--- src/rtl/txrx_slot_sched.sv ---
// Slot-level TX/RX scheduler: picks TX or RX for each 625 us slot, sequences the
// packet datapath and reports start/done/receive/timeout events as one-cycle pulses.
module txrx_slot_sched (
  input  logic       clk_6M,
  input  logic       rst,
  input  logic       enable,
  input  logic       is_master,
  input  logic       p_1us,
  input  logic       slot_st_p,
  input  logic       CLK1,
  input  logic       tx_req,
  input  logic [2:0] tx_occ_slots,
  input  logic       txbit_period,
  input  logic       rx_sync_p,
  input  logic       rx_done_p,
  input  logic [9:0] regi_rxwin_us,
  output logic       pk_encode,
  output logic       tx_packet_st_p,
  output logic       tx_ack_p,
  output logic       tx_done_p,
  output logic       rx_window,
  output logic       rx_ok_p,
  output logic       rx_timeout_p,
  output logic [2:0] sched_state
);

  typedef enum logic [2:0] {
    S_IDLE    = 3'd0,
    S_TX      = 3'd1,
    S_TX_WAIT = 3'd2,
    S_RX_WIN  = 3'd3,
    S_RX_PKT  = 3'd4
  } state_t;

  state_t     state_q, state_d;
  logic [2:0] slot_cnt_q, slot_cnt_d;
  logic [2:0] occ_q, occ_d;
  logic [9:0] us_cnt_q, us_cnt_d;
  logic       txbit_q;
  logic       tx_packet_st_d, tx_ack_d, tx_done_d, rx_ok_d, rx_timeout_d;
  logic       tx_packet_st_q, tx_ack_q, tx_done_q, rx_ok_q, rx_timeout_q;

  logic        own_tx_slot;
  logic        txbit_fall;
  logic [2:0]  slot_inc;
  logic [10:0] us_next;
  state_t      tx_dest;

  // tx_req is a level request; tx_ack_p is the single-cycle acceptance, after which
  // the link controller may drop or change tx_req and tx_occ_slots.
  always_comb begin
    own_tx_slot = is_master ? ~CLK1 : CLK1;
    txbit_fall  = txbit_q & ~txbit_period;
    slot_inc    = (slot_cnt_q == 3'd7) ? 3'd7 : slot_cnt_q + 3'd1;
    us_next     = {1'b0, us_cnt_q} + {10'd0, p_1us};
    tx_dest     = is_master ? S_RX_WIN : S_IDLE;

    state_d        = state_q;
    slot_cnt_d     = slot_cnt_q;
    occ_d          = occ_q;
    us_cnt_d       = 10'd0;
    tx_packet_st_d = 1'b0;
    tx_ack_d       = 1'b0;
    tx_done_d      = 1'b0;
    rx_ok_d        = 1'b0;
    rx_timeout_d   = 1'b0;

    case (state_q)
      S_IDLE: begin
        slot_cnt_d = 3'd0;
        if (slot_st_p) begin
          if (own_tx_slot && tx_req) begin
            state_d        = S_TX;
            tx_packet_st_d = 1'b1;
            tx_ack_d       = 1'b1;
            occ_d          = (tx_occ_slots == 3'd1 || tx_occ_slots == 3'd3 ||
                              tx_occ_slots == 3'd5) ? tx_occ_slots : 3'd1;
          end else if (!is_master && !CLK1) begin
            state_d = S_RX_WIN;
          end
        end
      end
      S_TX: begin
        if (slot_st_p) slot_cnt_d = slot_inc;
        // Datapath overran its slot budget: close the packet ourselves.
        if (slot_st_p && slot_inc == occ_q + 3'd1) begin
          tx_done_d = 1'b1;
          state_d   = tx_dest;
        end else if (txbit_fall) begin
          tx_done_d = 1'b1;
          state_d   = S_TX_WAIT;
        end
      end
      S_TX_WAIT: begin
        if (slot_st_p) begin
          slot_cnt_d = slot_inc;
          if (slot_inc >= occ_q) state_d = tx_dest;
        end
      end
      S_RX_WIN: begin
        slot_cnt_d = 3'd0;
        us_cnt_d   = us_next[9:0];
        if (rx_sync_p) begin
          state_d = S_RX_PKT;
        end else if (us_next >= {1'b0, regi_rxwin_us}) begin
          rx_timeout_d = 1'b1;
          state_d      = S_IDLE;
        end
      end
      S_RX_PKT: begin
        if (slot_st_p) slot_cnt_d = slot_inc;
        if (rx_done_p) begin
          rx_ok_d = 1'b1;
          state_d = S_IDLE;
        end else if (slot_st_p && slot_inc == 3'd6) begin
          rx_timeout_d = 1'b1;
          state_d      = S_IDLE;
        end
      end
      default: state_d = S_IDLE;
    endcase

    if (!enable) begin
      state_d        = S_IDLE;
      slot_cnt_d     = 3'd0;
      us_cnt_d       = 10'd0;
      tx_packet_st_d = 1'b0;
      tx_ack_d       = 1'b0;
      tx_done_d      = 1'b0;
      rx_ok_d        = 1'b0;
      rx_timeout_d   = 1'b0;
    end
  end

  always_ff @(posedge clk_6M) begin
    if (rst) begin
      state_q        <= S_IDLE;
      slot_cnt_q     <= 3'd0;
      occ_q          <= 3'd0;
      us_cnt_q       <= 10'd0;
      txbit_q        <= 1'b0;
      tx_packet_st_q <= 1'b0;
      tx_ack_q       <= 1'b0;
      tx_done_q      <= 1'b0;
      rx_ok_q        <= 1'b0;
      rx_timeout_q   <= 1'b0;
    end else begin
      state_q        <= state_d;
      slot_cnt_q     <= slot_cnt_d;
      occ_q          <= occ_d;
      us_cnt_q       <= us_cnt_d;
      txbit_q        <= txbit_period;
      tx_packet_st_q <= tx_packet_st_d;
      tx_ack_q       <= tx_ack_d;
      tx_done_q      <= tx_done_d;
      rx_ok_q        <= rx_ok_d;
      rx_timeout_q   <= rx_timeout_d;
    end
  end

  assign pk_encode      = (state_q == S_TX) || (state_q == S_TX_WAIT);
  assign rx_window      = (state_q == S_RX_WIN);
  assign tx_packet_st_p = tx_packet_st_q;
  assign tx_ack_p       = tx_ack_q;
  assign tx_done_p      = tx_done_q;
  assign rx_ok_p        = rx_ok_q;
  assign rx_timeout_p   = rx_timeout_q;
  assign sched_state    = state_q;

endmodule

--- config.mk ---
export PLATFORM = sky130hd
export DESIGN_NAME = txrx_slot_sched
export DESIGN_NICKNAME = d
export VERILOG_FILES = /design/src/rtl/txrx_slot_sched.sv
export SDC_FILE = /design/constraint.sdc
export NUM_CORES = 1
export LEC_CHECK = 0
export CORE_UTILIZATION = 40
export DETAILED_ROUTE_END_ITERATION = 10
export PLACE_DENSITY_LB_ADDON = 0.2
export SLEW_MARGIN = 20
export SYNTH_ARGS = -nofsm -noshare
export SYNTH_HDL_FRONTEND = slang
export SYNTH_SLANG_ARGS = --single-unit
--- constraint.sdc ---
create_clock -name clk_6M -period 7.24 [get_ports clk_6M]
set_clock_uncertainty 0.05 [all_clocks]
set_input_delay 1.448 -clock clk_6M [delete_from_list [all_inputs] [get_ports clk_6M]]
set_output_delay 1.448 -clock clk_6M [all_outputs]
set_load 0.05 [all_outputs]
Word level (Yosys, flattened, before mapping)
Cells that the tools add are included.
- bits in registers: 24
- bits of input ports: 24
- output and inout bits: 10
- word-level logic and storage cells: 89
- add/sub/neg operators: 3
- $lt $le $gt $ge: 2
- equality and inequality tests: 18
- multiplexer cells: 27
- bitwise gates (word level): 9
- reductions and logical operators: 21
- operator list (kind ; count):
    3-bit two-way mux ; 14
    3-bit one-hot mux with 5 select lines ; 1
    3-bit equality test (second input constant) ; 4
    3-bit OR reduction ; 4
    10-bit by 1-bit adder with 11-bit output ; 1
    11-bit by 10-bit greater-or-equal comparator with 1-bit output ; 1
    3-bit by 2-bit equality test with 1-bit output (second input constant) ; 3
    1-bit two-way mux ; 9
    3-bit != test (second input constant) ; 3
    1-bit inverter ; 8
    7-bit AND reduction ; 1
    3-bit by 1-bit adder with 3-bit output (second input constant) ; 2
    3-bit by 1-bit equality test with 1-bit output (second input constant) ; 2
    2-bit != test (second input constant) ; 3
    3-bit one-hot mux with 2 select lines ; 1
    1-bit logical AND ; 4
    2-bit OR reduction ; 2
    4-bit OR reduction ; 1
    3-bit equality test ; 1
    3-bit greater-or-equal comparator ; 1
    3-bit zero test ; 1
    1-bit logical OR ; 3
    3-bit by 2-bit != test with 1-bit output (second input constant) ; 1
    3-bit AND reduction ; 1
    7 further kinds ; 8

Longest topological paths before layout
Gate-level depths: netlist of the first run.
- word-level depth: 7
- depth in mapped cells: 13
- mapped depth without buffers: 13

Least setup slack after synthesis of the first run
Ideal clock, no wire load.
- path kind: input-to-reg
- start point: input p_1us
- end point: register state_q[1], in the netlist sched_state[1]
- setup time: 0.079 ns
- arrival: 3.572 ns
- required time: 7.111 ns
- slack: 3.539 ns
- stages: 13
- buffers on the path: 0
- path through: ha_1 -> ha_1 -> nand2_1 -> nor2_1 -> and3_1 -> xor2_1 -> ha_1 -> a21oi_1 -> nor2b_1 -> nor4_1 -> o21ai_0 -> or3_1 -> o211ai_1
- longest elaborated chain between the ends: 4
- ends and longest elaborated chain (item ; line ; source):
    start: declaration ; 8 ; input logic p_1us,
    10-bit by 1-bit adder with 11-bit output ; 55 ; us_next = {1'b0, us_cnt_q} + {10'd0, p_1us};
    named net us_next[8] ; 46 ; logic [10:0] us_next;
    11-bit by 10-bit greater-or-equal comparator with 1-bit output ; 105 ; end else if (us_next >= {1'b0, regi_rxwin_us}) begin
    3-bit by 2-bit != test with 1-bit output (no line) ; - ;
    7-bit AND reduction (no line) ; - ;
    end signal: assignment ; 148 ; state_q <= state_d;
    end: declaration ; 35 ; state_t state_q, state_d;
The timed path passes the listed nets, and every way through them passes these cells.
A chain may end at the register's enable or synchronous reset.

Final worst setup path of the first run
Same ends and word-level chain as after synthesis.

==> results_dict.tcl, run 1 <==
set metrics [dict create \
    synth.top_cell.area_share_pct 31.7 \
    drt_pass1_iterations 4 \
    dp_hpwl_um 2470 \
    grt_pass1_wl_um 5330 \
    synthesis.area_mm2 0.00152 \
    ys.flop_type "dfxtp_1" \
    slew_violations 0 \
    grt_max_degree 14 \
    required_ps 7370 \
    drive_above_1_share_pct 3.21 \
    syn_to_final_growth_pct 28.1 \
    syn-num-nets 227 \
    hold_buffers 0 \
    async_reset_ff_share_pct 0 \
    ir_drop_mv 0.0550 \
    ios 34 \
    hold_class "reg -> reg" \
    finalCritPeriodShare_pct 57.8 \
    dr.first_iter.drc_count 52 \
    reg2reg_setup_slack_ps 4390 \
    grt_setup_unrepaired "no" \
    leakagePower_nw 0.863 \
    syn_inst 184 \
    min_period_ps 4190 \
    status "finished clean" \
    ys_seq_area_share_pct 31.7 \
    vias 1307 \
    clock_latency_ps 260 \
    whs_ps 432 \
    place_congestion 0.814 \
    antennaDiodeCount 0 \
    crit_arrival_ps 4320 \
    rows 22 \
    wl_per_cell_um 11.4 \
    p_comb_share_pct 17.4 \
    numCtsBuffers 3 \
    ys_top_cells_by_count "24 x dfxtp_1, 19 x ha_1, 19 x inv_1, 15 x nor2_1, 14 x nand2_1" \
    clock_path_buffers 2 \
    fin_total_pwr_uw 272 \
    synth_most_common_cell "dfxtp_1" \
    synth-edff-count 0 \
    antenna_left 0 \
    portBuffers 33 \
    p_switching_uw 66.2 \
    swShare_pct 24.3 \
    netlist_top_cells_area "dfxtp_1 32%, ha_1 16%, inv_1 4.7%" \
    finalHoldViolCount 0 \
    grt_overflow 0 \
    finalWirelength_um 3040 \
    worstMarginPinSlew_ps 555 \
    grt_pass1_vias 1262 \
    start_util_pct 41.4 \
    avgSynthCellArea_um2 8.24 \
    maxCapViolations 0 \
    cts_tree "yes" \
    path_clk_slew_ps 80 \
    synth_top_area_cell "dfxtp_1" \
    h-tree-depth 1 \
    ys_seq_elements 24 \
    cts_num_sinks 24 \
    die_y_um 63.6 \
    die_x_um 63.6 \
    grtUsageTotal_pct 16.5 \
    max_freq_ghz 0.239 \
    critPathLaunchType "input pin" \
    core_region_area_mm2 0.00366 \
    path_max_fanout 3 \
    p_per_area_mw_per_mm2 140 \
    setup_viol 0 \
    p_int_uw 206 \
    slew_headroom_pct 62.1 \
    p_clk_share_pct 32.4 \
    clockRootBuffer "clkbuf_8" \
    antenna_found_initial 0 \
    final_util_pct 53.1 \
    final_nets 262 \
    synth.distinct_cells 37 \
    ys.warnings.count 0 \
    postCtsSetupBuffers 0 \
    cts_resized 0 \
    seqPwrFrac_pct 50.1 \
    viasPerCell 4.91 \
    die_area_mm2 0.00404 \
    end_kind "flip-flop" \
    finalSetupTns_ps 0 \
    critPathKind "in -> reg" \
    route.detailed.drc 0 \
]
[cells in the final DEF, fill, tap and decap left out, drive strengths merged, types with 2 or more instances in the layout]
cell type,synthesis,final
nand4,2,2
clkdlybuf4s50,0,33
nor2b,10,10
clkbuf,1,4
and2,2,2
a31oi,3,3
or2,2,2
or3,3,3
o211ai,2,2
xnor2,6,6
nand3b,2,2
nor3b,2,2
nor2,15,15
a211oi,2,2
a21oi,9,9
ha,19,19
and3,7,7
o21ai,3,3
nor3,5,5
nand3,8,8
inv,19,19
xor2,6,6
dfxtp,24,24
nand2b,6,6
nand2,14,14
[critical path, cell delays in order]
cell	delay, ps
clkdlybuf4s50_1	460
ha_1	200
ha_1	230
nand2_1	90
nor2_1	150
and3_1	190
xor2_1	210
ha_1	280
a21oi_1	120
nor2b_1	60
nor4_1	240
o21ai_0	180
or3_1	370
o211ai_1	90
[layer usage]
layer | vias up | global-route usage (%) | share of wire (%)
met5 | - | 0 | 0
met4 | 0 | 4.26 | 0.63
met3 | 2 | 2.72 | 4.4
met2 | 29 | 27.1 | 43
met1 | 576 | 22.0 | 52
li1 | 700 | - | -
[cell type report]
class                   instances  area (um2)
fillers                       367        1720
multi-input cells             138         946
flip-flops and latches         24         480
repair buffers                 33         330
inverters                      19        71.3
well taps                      48        60.1
clock buffers                   4        55.1
[registers in the layout, summed over array words and instances (netlist names)]
register / cells
rx_timeout_p: 1
us_cnt_q: 10
rx_ok_p: 1
tx_ack_p: 1
sched_state: 3
tx_done_p: 1
occ_q: 3
txbit_q: 1
slot_cnt_q: 3
[worst paths after layout]
path,start,endpoint,cells after the start
hold / removal,occ_q[0]$_SDFFE_PP0P_,occ_q[0]$_SDFFE_PP0P_,2
hold reg to reg,occ_q[0]$_SDFFE_PP0P_,occ_q[0]$_SDFFE_PP0P_,2
setup reg to reg,us_cnt_q[0]$_SDFF_PP0_,sched_state[1]$_SDFFE_PP0P_,13
setup / recovery,p_1us,sched_state[1]$_SDFFE_PP0P_,14
[power by group through the flow]
stage	Combinational, mW	Sequential (mW)	Clock [mW]
2_1_floorplan	0.0247	0.141	0
3_3_place_gp	0.0475	0.140	0
3_5_place_dp	0.0475	0.140	0
4_1_cts	0.0479	0.137	0.0926
5_1_grt	0.0528	0.137	0.0993
6_report	0.0475	0.136	0.0883
[per-stage QoR]
step	std cells	setup WS, ps	instance area, um2
after global placement	262	2940	1890
final	266	3050	1940
after floorplan	184	3540	1520
after global routing	266	2810	1940
after CTS	266	3070	1940
after detailed placement	262	2830	1890
[cell families after synthesis]
| kind of cell | after synthesis | synth area share, % |
|---|---|---|
| and+or+nand+nor | 80 | 28.1 |
| xor gates and xnor gates | 12 | 6.93 |
| DFF | 24 | 31.7 |
| adders and majority gates | 19 | 15.7 |
| AOI/OAI and AO/OA | 27 | 11.6 |
| buffers and inverters | 22 | 5.94 |
Note: power is estimated with default switching activity, not from simulation.
==> inputs of run 2 (changes only) <==
==> constraint.sdc (replaced) <==
create_clock -name clk_6M -period 4.3 [get_ports clk_6M]
set_clock_uncertainty 0.05 [all_clocks]
set_input_delay 0.86 -clock clk_6M [delete_from_list [all_inputs] [get_ports clk_6M]]
set_output_delay 0.86 -clock clk_6M [all_outputs]
set_load 0.05 [all_outputs]
==> results_dict.tcl, run 2 (same netlist as run 1, synthesis figures left out) <==
set metrics [dict create \
    grt_max_degree 13 \
    postCtsSetupBuffers 0 \
    worstMarginPinSlew_ps 537 \
    clockRootBuffer "clkbuf_8" \
    path_max_fanout 3 \
    mostFrequentLayoutCell "clkdlybuf4s50_1" \
    status "finished clean" \
    setup_viol 0 \
    core_region_area_mm2 0.00366 \
    reg2regPathDepth 13 \
    crit_arrival_ps 3660 \
    final_nets 263 \
    portBuffers 33 \
    r2r-start "us_cnt_q[0]$_SDFF_PP0_" \
    clock_latency_ps 260 \
    maxCapViolations 0 \
    path_clk_slew_ps 80 \
    end_kind "flip-flop" \
    finalWirelength_um 3090 \
    fin_total_pwr_uw 438 \
    grt_pass1_vias 1325 \
    hold_class "reg -> reg" \
    critPathLaunchType "input pin" \
    crit_end "sched_state[1]$_SDFFE_PP0P_" \
    reg2reg_setup_slack_ps 1520 \
    slew_violations 0 \
    grt_overflow 0 \
    fin_ws_ps 777 \
    viasPerCell 4.88 \
    start_util_pct 41.4 \
    antenna_found_initial 0 \
    syn_to_final_growth_pct 27.7 \
    grtUsageTotal_pct 17.1 \
    final_cell_mix "33 x clkdlybuf4s50_1, 24 x dfxtp_1, 19 x inv_1, 19 x ha_1, 15 x nor2_1" \
    antenna_left 0 \
    grt_pass1_wl_um 5550 \
    route.detailed.drc 0 \
    numCtsBuffers 3 \
    top_register "us_cnt_q" \
    p_per_area_mw_per_mm2 226 \
    largest_reg_flops 10 \
    max_freq_ghz 0.284 \
    grt_setup_unrepaired "no" \
    rows 22 \
    drt_pass1_iterations 4 \
    h-tree-depth 1 \
    die_y_um 63.6 \
    slew_headroom_pct 63.3 \
    pre_cts_slack_ps 515 \
    vias 1299 \
    die_area_mm2 0.00404 \
    clock_path_buffers 2 \
    place_congestion 0.827 \
    r2r_end "sched_state[1]$_SDFFE_PP0P_" \
    finalHoldViolCount 0 \
    hold_buffers 0 \
    cts_tree "yes" \
    critPathLaunch "p_1us" \
    required_ps 4440 \
    die_x_um 63.6 \
    leakagePower_nw 0.861 \
    place_area_mm2 0.00190 \
    dr.first_iter.drc_count 43 \
    antennaDiodeCount 0 \
    finalSetupTns_ps 0 \
    ir_drop_mv 0.114 \
    finalCritPeriodShare_pct 81.9 \
    critPathKind "in -> reg" \
    cts_resized 0 \
    drive_above_1_share_pct 3.21 \
    min_period_ps 3520 \
    fin_area_mm2 0.00194 \
    wl_per_cell_um 11.6 \
    ios 34 \
    dp_hpwl_um 2490 \
    cts_num_sinks 24 \
]
## run 2: cell types whose count changed in the layout (fill, tap and decap cells not counted), sizes merged
cell	change
buf	+1
clkbuf	-1
## run 2: per-stage QoR
stage,hold WS (ps),utilization (%),cells
5_1_grt,469,52.9,266
3_5_place_dp,422,51.8,263
3_3_place_gp,419,51.8,263
6_report,430,52.9,266
2_1_floorplan,391,-,184
4_1_cts,439,52.9,266
## run 2: worst min-delay path by stage
stage	from	to	slack [ps]	depth (start not counted)
after floorplan	occ_q[0]$_SDFFE_PP0P_	occ_q[0]$_SDFFE_PP0P_	390	2
after global routing	occ_q[0]$_SDFFE_PP0P_	occ_q[0]$_SDFFE_PP0P_	470	2
after detailed placement	occ_q[0]$_SDFFE_PP0P_	occ_q[0]$_SDFFE_PP0P_	420	2
after global placement	occ_q[0]$_SDFFE_PP0P_	occ_q[0]$_SDFFE_PP0P_	420	2
final	occ_q[0]$_SDFFE_PP0P_	occ_q[0]$_SDFFE_PP0P_	430	2
after CTS	occ_q[0]$_SDFFE_PP0P_	occ_q[0]$_SDFFE_PP0P_	440	2
## run 2: area by class of cell
cell class,count,area (um2)
inverter,19,71.3
timing repair buffer,34,338
tap,48,60.1
fill,343,1720
sequential,24,480
clock buffer,3,41.3
multi-input combinational,138,946
## run 2: power by group
| group | switching [mW] | internal (mW) | total [mW] |
|---|---|---|---|
| combinational | 0.0395 | 0.0403 | 0.0798 |
| sequential | 0.00452 | 0.225 | 0.230 |
| clock | 0.0655 | 0.0624 | 0.128 |
## run 2: critical path, cell delays in order
cell	delay, ps
clkdlybuf4s50_1	460
ha_1	190
ha_1	220
nand2_1	90
nor2_1	150
and3_1	190
xor2_1	190
ha_1	270
a21oi_1	130
nor2b_1	60
nor4_1	220
o21ai_0	180
or3_1	370
o211ai_1	90
## run 2: per-layer routing
metal,up-vias,wire length (um),global-route usage [%]
met2,29,1320,27.9
met4,0,22,5.97
met3,2,115,1.81
li1,711,-,-
met1,557,1630,23.0
met5,-,0,0
